--- src/rtl/dataflow_vector_sweeper_pkg.sv ---
// Shared types and helpers for the dataflow vector sweeper.
// Holds the state encoding, vector count and index-to-input mapping.
package dataflow_vector_sweeper_pkg;

    typedef enum logic [1:0] {
        ST_IDLE    = 2'd0,
        ST_SETTLE  = 2'd1,
        ST_CAPTURE = 2'd2,
        ST_DONE    = 2'd3
    } state_e;

    localparam int unsigned NUM_VEC = 4;

    // idx[1] drives In1 and idx[0] drives In2, giving the order 00, 01, 10, 11.
    function automatic logic [1:0] vec_of(input logic [1:0] idx);
        return {idx[1], idx[0]};
    endfunction

endpackage

--- src/rtl/dataflow_result_buf.sv ---
// Four-entry result register file.
// Has one write port, a combinational read port, async clear and per-entry valid bits.
module dataflow_result_buf
    import dataflow_vector_sweeper_pkg::*;
#(
    parameter int unsigned OUT_W = 2
) (
    input  logic               clk_i,
    input  logic               rst_ni,
    input  logic               clr_mask_i,
    input  logic               wr_en_i,
    input  logic [1:0]         wr_idx_i,
    input  logic [3*OUT_W-1:0] wr_data_i,
    input  logic [1:0]         rd_idx_i,
    output logic [3*OUT_W-1:0] rd_data_o,
    output logic [3:0]         valid_mask_o
);

    logic [3*OUT_W-1:0] mem_q [NUM_VEC];
    logic [3:0]         valid_mask_q;

    always_ff @(posedge clk_i or negedge rst_ni) begin
        if (!rst_ni) begin
            for (int unsigned i = 0; i < NUM_VEC; i++) begin
                mem_q[i] <= '0;
            end
            valid_mask_q <= '0;
        end else begin
            if (wr_en_i) begin
                mem_q[wr_idx_i] <= wr_data_i;
            end
            // A new sweep only invalidates the mask; stale data stays readable.
            if (clr_mask_i) begin
                valid_mask_q <= '0;
            end else if (wr_en_i) begin
                valid_mask_q[wr_idx_i] <= 1'b1;
            end
        end
    end

    assign rd_data_o    = mem_q[rd_idx_i];
    assign valid_mask_o = valid_mask_q;

endmodule

--- src/rtl/dataflow_vector_sweeper.sv ---
// Sequences a 2-input/3-output datapath through its truth table.
// Each vector is settled, captured into the result buffer, then the next is driven.
module dataflow_vector_sweeper
    import dataflow_vector_sweeper_pkg::*;
#(
    parameter int unsigned SETTLE_CYCLES = 2,
    parameter int unsigned OUT_W         = 2
) (
    input  logic               clk,
    input  logic               rst_n,
    input  logic               start,
    input  logic               abort,
    output logic               dut_in1,
    output logic               dut_in2,
    input  logic [OUT_W-1:0]   dut_o1,
    input  logic [OUT_W-1:0]   dut_o2,
    input  logic [OUT_W-1:0]   dut_o3,
    output logic               busy,
    output logic               done,
    output logic               sample_valid,
    output logic [1:0]         sample_idx,
    output logic [3:0]         valid_mask,
    input  logic [1:0]         rd_idx,
    output logic [3*OUT_W-1:0] rd_data
);

    localparam logic [7:0] CNT_RELOAD = 8'(SETTLE_CYCLES - 1);

    state_e     state_q;
    logic [1:0] idx_q;
    logic [7:0] cnt_q;
    logic       in1_q;
    logic       in2_q;
    logic       busy_q;
    logic       done_q;
    logic       sample_valid_q;
    logic [1:0] sample_idx_q;

    logic       start_sweep;
    logic       cap_en;

    assign start_sweep = (state_q == ST_IDLE) && start;
    // An abort landing on the capture edge suppresses the write.
    assign cap_en      = (state_q == ST_CAPTURE) && !abort;

    always_ff @(posedge clk or negedge rst_n) begin
        if (!rst_n) begin
            state_q        <= ST_IDLE;
            idx_q          <= '0;
            cnt_q          <= '0;
            in1_q          <= 1'b0;
            in2_q          <= 1'b0;
            busy_q         <= 1'b0;
            done_q         <= 1'b0;
            sample_valid_q <= 1'b0;
            sample_idx_q   <= '0;
        end else begin
            sample_valid_q <= 1'b0;
            done_q         <= 1'b0;
            if (state_q != ST_IDLE && abort) begin
                state_q         <= ST_IDLE;
                {in1_q, in2_q}  <= 2'b00;
                busy_q          <= 1'b0;
            end else begin
                case (state_q)
                    ST_IDLE: begin
                        if (start) begin
                            idx_q          <= '0;
                            {in1_q, in2_q} <= vec_of(2'd0);
                            cnt_q          <= CNT_RELOAD;
                            busy_q         <= 1'b1;
                            state_q        <= ST_SETTLE;
                        end
                    end
                    ST_SETTLE: begin
                        if (cnt_q == '0) begin
                            state_q <= ST_CAPTURE;
                        end else begin
                            cnt_q <= cnt_q - 8'd1;
                        end
                    end
                    ST_CAPTURE: begin
                        sample_valid_q <= 1'b1;
                        sample_idx_q   <= idx_q;
                        if (idx_q == 2'd3) begin
                            busy_q  <= 1'b0;
                            done_q  <= 1'b1;
                            state_q <= ST_DONE;
                        end else begin
                            idx_q          <= idx_q + 2'd1;
                            {in1_q, in2_q} <= vec_of(idx_q + 2'd1);
                            cnt_q          <= CNT_RELOAD;
                            state_q        <= ST_SETTLE;
                        end
                    end
                    ST_DONE: begin
                        state_q <= ST_IDLE;
                    end
                    default: begin
                        state_q <= ST_IDLE;
                    end
                endcase
            end
        end
    end

    dataflow_result_buf #(
        .OUT_W (OUT_W)
    ) u_buf (
        .clk_i        (clk),
        .rst_ni       (rst_n),
        .clr_mask_i   (start_sweep),
        .wr_en_i      (cap_en),
        .wr_idx_i     (idx_q),
        .wr_data_i    ({dut_o1, dut_o2, dut_o3}),
        .rd_idx_i     (rd_idx),
        .rd_data_o    (rd_data),
        .valid_mask_o (valid_mask)
    );

    assign dut_in1      = in1_q;
    assign dut_in2      = in2_q;
    assign busy         = busy_q;
    assign done         = done_q;
    assign sample_valid = sample_valid_q;
    assign sample_idx   = sample_idx_q;

endmodule

--- config.mk ---
export PLATFORM = sky130hd
export DESIGN_NAME = dataflow_vector_sweeper
export DESIGN_NICKNAME = d
export VERILOG_FILES = /design/src/rtl/dataflow_vector_sweeper_pkg.sv /design/src/rtl/dataflow_result_buf.sv /design/src/rtl/dataflow_vector_sweeper.sv
export SDC_FILE = /design/constraint.sdc
export NUM_CORES = 1
export LEC_CHECK = 0
export BUFFER_PORTS_ARGS = -buffer_cell sky130_fd_sc_hd__buf_4
export CAP_MARGIN = 10
export CORE_UTILIZATION = 31
export DETAILED_ROUTE_END_ITERATION = 10
export PLACE_DENSITY_LB_ADDON = 0.12
export SYNTH_ARGS = -nofsm -noshare
export SYNTH_HDL_FRONTEND = slang
export SYNTH_HIERARCHICAL = 1
export SYNTH_SLANG_ARGS = --single-unit
--- constraint.sdc ---
create_clock -name clk -period 2.55 [get_ports clk]
set_clock_uncertainty 0.1 [all_clocks]
set_input_delay 0.255 -clock clk [delete_from_list [all_inputs] [get_ports clk]]
set_output_delay 0.255 -clock clk [all_outputs]
set_load 0.1 [all_outputs]
### Word level (Yosys, flattened, before mapping)

Cells that the tools add are included.

| storage, ports and cells | value |
|---|---|
| register bits after elaboration | 47 |
| input port bits | 12 |
| output and inout port bits | 17 |

| cells by class | value |
|---|---|
| add/sub/neg operators | 2 |
| order comparisons | 5 |
| equal/unequal tests | 11 |
| mux-type cells | 38 |
| bitwise logic cells | 4 |
| reduce and logical (&&, ||, !) cells | 19 |

Operators by type and width:

| cell | number |
|---|---|
| $bwmux 24 | 1 |
| $mux 8 | 3 |
| $pmux 8 s3 | 1 |
| $mux 6 | 3 |
| $mux 1 | 14 |
| $bmux 6 s2 | 1 |
| $demux 6 s2 | 1 |
| $mux 2 | 6 |
| $logic_not 8->1 | 1 |
| $mux 4 | 2 |
| $pmux 2 s4 | 1 |
| $sub 8x1->8 const B | 1 |
| $eq 2x2->1 const B | 3 |
| $ge 3x3->1 const B | 2 |
| $ne 2x2->1 const B | 3 |
| $ne 3x3->1 const B | 2 |
| $not 2->3 | 2 |
| $pmux 1 s2 | 3 |
| $reduce_and 3->1 | 2 |
| $reduce_bool 2->1 | 3 |
| $reduce_bool 3->1 | 2 |
| $logic_and 1x1->1 | 5 |
| $reduce_and 5->1 | 1 |
| $or 4x4->4 | 1 |
| other kinds (14) | 15 |

### Logic depth before layout (Yosys ltp)

| logic depth | value |
|---|---|
| word-level depth | 7 |
| mapped depth | 6 |
| depth with buffers taken out | 6 |

### Cells and area by module

Netlist, hierarchy kept.

By module, submodules not included:

| module | instances | cells each | area an instance (um^2) |
|---|---|---|---|
| dataflow_result_buf | 1 | 70 | 1198.6 |
| dataflow_vector_sweeper | 1 | 103 | 1032.2 |

### Least setup slack after synthesis

Ideal clock, no wire load.

| timing | value |
|---|---|
| kind | reg2reg |
| start | register state_q[1] |
| end | register u_buf/mem_q[18] in the netlist's numbering |
| arrival | 1.838 ns |
| slack | 0.487 ns |
| stages on the path, launching flop included | 5 |
| buffers on the path | 1 |
| clock period less this slack | 2.063 ns |
| cell sequence | dfrtp_1 clkbuf_1 nor3b_1 nor3b_4 mux2_2 |

| between the ends | value |
|---|---|
| cells in the longest elaborated chain, start to end | 2 |

RTL lines:

| what | RTL line | RTL |
|---|---|---|
| start, declared | dataflow_vector_sweeper.sv:29 | `state_e state_q;` |
| start signal, assigned | dataflow_vector_sweeper.sv:48 | `state_q <= ST_IDLE;` |
| start signal, assigned | dataflow_vector_sweeper.sv:61 | `state_q <= ST_IDLE;` |
| start signal, assigned | dataflow_vector_sweeper.sv:72 | `state_q <= ST_SETTLE;` |
| $eq 2x2->1 | dataflow_vector_sweeper.sv:44 | `assign cap_en = (state_q == ST_CAPTURE) && !abort;` |
| $logic_and 1x1->1 | dataflow_vector_sweeper.sv:44 |  |
| via cap_en | dataflow_vector_sweeper.sv:40 | `logic cap_en;` |
| end signal, assigned by index | dataflow_result_buf.sv:30 | `mem_q[wr_idx_i] <= wr_data_i;` |
| end, declared | dataflow_result_buf.sv:19 | `logic [3*OUT_W-1:0] mem_q [NUM_VEC];` |

The timed path passes the listed nets, and every way through them passes these cells.
A chain may end at the register's enable or synchronous reset.

### Final worst setup path

Same ends and word-level chain as after synthesis.

==> summary.md <==
| Metric | Value |
|---|---|
| Status | completed |
| Post-synth EDFFs | 0 |
| Sequential area share after synthesis | 52.7% |
| WHS Endpoint | u_buf/mem_q[4] |
| Pwr Total | 0.00215 W |
| Die Y | 86.8 um |
| Largest net degree at the start of global routing | 48 |
| CP bufs+invs | 1 |
| Gpl congestion | 0.835 |
| Pint | 0.00133 W |
| CP Launch Type | flop |
| Crit path kind | reg2reg |
| Cell taking the most area after synthesis | dfrtp_1 |
| Crit-path leading delay family | simple AND/OR/NAND/NOR gates |
| Max FO, Critical Path | 13 |
| H-tree levels | 2 |
| # Max-Cap Violations | 0 |
| Hold Path Depth | 2 |
| Nets | 221 |
| Post-Layout Inst Area | 2660 um^2 |
| Die Area | 7540 um^2 |
| Worst r2r src | state_q[1] |
| R2R depth | 4 |
| Routed WL per cell | 14.9 um |
| Clock-pin slew on the worst setup and hold paths | 0.09 ns |
| R2R Path End | u_buf/mem_q[18] |
| Power per Cell Area | 810 nW/um^2 |
| DR vias/cell | 4.87 |
| HPWL after detailed placement | 3.15 mm |
| Fin crit period | 1.99 ns |
| Synth Cell Area | 2230 um^2 |
| Post-synth ARST share | 100% |
| Initial antenna violation count | 0 |
| Core Rows | 30 |
| # resized after CTS | 0 |
| Cell count after synthesis | 173 |
| Via Count | 1475 |
| Clock power frac | 22.4% |
| CP required | 2.64 ns |
| Psw | 0.000822 W |
| Max Clock Freq | 502 MHz |
| Clock buffer depth | 2 |
| Worst-Margin Slew | 0.602 ns |
| GRT Total Usage | 13.4% |
| Crit path DAT | 2.08 ns |
| CTS Buf Count | 5 |
| Dominant register cell in the synthesized netlist | dfrtp_1 |
| Ports | 29 |
| Fin. Hold Viols | 0 |
| Flops & latches, synth | 47 |
| DRC | 0 |
| Final Max Tran Viols | 0 |
| Fin crit share | 78.2% |
| Syn Area/Cell | 12.9 um^2 |
| First-iteration detailed-routing DRC count | 61 |
| Sequential share of power | 45.1% |
| CP Capture Type | flop |
| Comb pwr share | 32.6% |
| Max rail drop VDD | 372 uV |
| Setup violators final | 0 |
| Vias in the first global route | 1577 |
| Sum Neg Setup Slack | 0 ns |
| Yosys warns | 6 |
| Port-buffer cells | 28 |
| Total grt overflow | 0 |
| Syn Nets | 188 |
| Core region area | 6870 um^2 |
| Slowest stage cell, crit path | dfrtp_1 |
| Pleak | 1.24 nW |
| Multi-input logic area | 997 um^2 |
| Global-route wire length before repair | 7.62 mm |
| Max incr delay on CP | 0.56 ns |
| Area Overhead vs Synth | 19.1% |
| Sw Share | 38.2% |
| Antenna viol nets, final | 0 |
| CP cell instances | nor3b_1, buf_4, nor3b_4, mux2_2 |
| Final wirelength | 4.52 mm |
| Worst hold start | dut_o1[0] |
| Filler instances | 666 |
| Register area | 1180 um^2 |
| CTS tree | yes |
| Netlist cell types | 44 |
| Ranking of synthesized cells by area | dfrtp_1 53%, mux2_2 13%, mux4_2 6.1% |
| Ant diodes | 0 |
| Initial core utilization | 32.5% |
| DR pass1 iterations | 4 |
| Reg-to-reg slack, setup | 0.56 ns |
| DP Area | 2550 um^2 |
| Worst-skew pair later-pin latency | 0.30 ns |
| # clock sinks | 47 |
| RSZ-0062 raised after global routing | no |
| Share of layout cells above drive strength 1 | 41.1% |
| Area share of the largest cell type after synthesis | 52.7% |
| Hold WC Path Type | in2reg |
| Die Span X | 86.8 um |
| Hold Slack | 0.104 ns |
| Root Buffer | clkbuf_8 |
| Rel. slew slack | 59.9% |
## kinds of logic after synthesis
kind of cell / Yosys count / share of synthesized area (%)
AO/OA/AOI/OAI: 36 / 11.0
AND/OR/NAND/NOR: 40 / 12.1
buffers and inverters: 14 / 2.58
flip-flops: 47 / 52.7
multiplexers: 33 / 19.9
adder cells (fa/ha/maj): 3 / 1.68
## registers in the layout, indices dropped and copies added, names as in the netlist
signal and count:
u_buf/mem_q 24, cnt_q 8, u_buf/valid_mask_o 4, idx_q 2, sample_idx 2, state_q 2
busy 1, done 1, dut_in1 1, dut_in2 1, sample_valid 1
## placed cells by master (no fill, tap or decap), types with 6 or more instances in the layout
| cell type | count |
|---|---|
| nor2_1 | 7 |
| dfrtp_1 | 47 |
| nand2_1 | 9 |
| a31oi_1 | 6 |
| a21oi_1 | 12 |
| inv_1 | 9 |
| clkbuf_8 | 6 |
| buf_4 | 29 |
| mux4_2 | 6 |
| mux2_2 | 26 |
| o21ai_0 | 6 |
## through the flow
step / worst slack (ns) / instances / utilization, %
after floorplan: 0.487 / 173 / -
after global placement: 0.542 / 294 / 37.1
after detailed placement: 0.526 / 294 / 37.1
after CTS: 0.505 / 303 / 38.7
after global routing: 0.401 / 303 / 38.7
final: 0.556 / 303 / 38.7
## synth_stat cells, drive strengths merged, types with 2 or more instances
cell	number
a2111oi	2
a21oi	12
a31oi	6
buf	3
dfrtp	47
ha	3
inv	10
mux2	27
mux4	6
nand2	10
nand2b	3
nand3	2
nand3b	2
nor2	7
nor2b	3
nor3	2
nor3b	4
nor4	2
o21ai	9
## how the worst max path moves through the flow
stage / from / endpoint / cells past startpoint
floorplan: state_q[1] / u_buf/mem_q[18] / 4
global placement: state_q[1] / u_buf/mem_q[18] / 4
detailed placement: state_q[1] / u_buf/mem_q[18] / 4
CTS: state_q[1] / u_buf/mem_q[18] / 4
global route: state_q[1] / u_buf/mem_q[18] / 4
finish: state_q[1] / u_buf/mem_q[18] / 4
## per-layer routing
metal / GRT usage (%) / wire length, um / up-vias
met5: 0 / 0 / -
met4: 5.30 / 55 / 0
met3: 3.62 / 115 / 6
met2: 22.5 / 2340 / 20
met1: 16.2 / 2000 / 742
li1: - / - / 707
## final cells by class
class / instances / share of cell area [%]
Clock inverter: 2 / 0.612
Tap cell: 96 / 4.52
Clock buffer: 6 / 3.11
Timing Repair Buffer: 30 / 8.57
Inverter: 10 / 1.41
Multi-Input combinational cell: 112 / 37.5
Sequential cell: 47 / 44.3
## power by group through the flow
| stage | registers [W] | logic [W] | clock network, W |
|---|---|---|---|
| 2_1_floorplan | 0.00101 | 0.000506 | 0 |
| 6_report | 0.000970 | 0.000700 | 0.000481 |
| 4_1_cts | 0.000970 | 0.000703 | 0.000505 |
| 5_1_grt | 0.000991 | 0.000767 | 0.000539 |
| 3_5_place_dp | 0.000985 | 0.000701 | 0 |
| 3_3_place_gp | 0.000979 | 0.000690 | 0 |
## what timing repair did
item / in CTS / in global routing
hold buffers: 1 / 0
setup endpoints to repair: 0 / 0
buffers inserted: 0 / 0
hold endpoints to repair: 47 / 0
(Power assumes the default switching activity.)
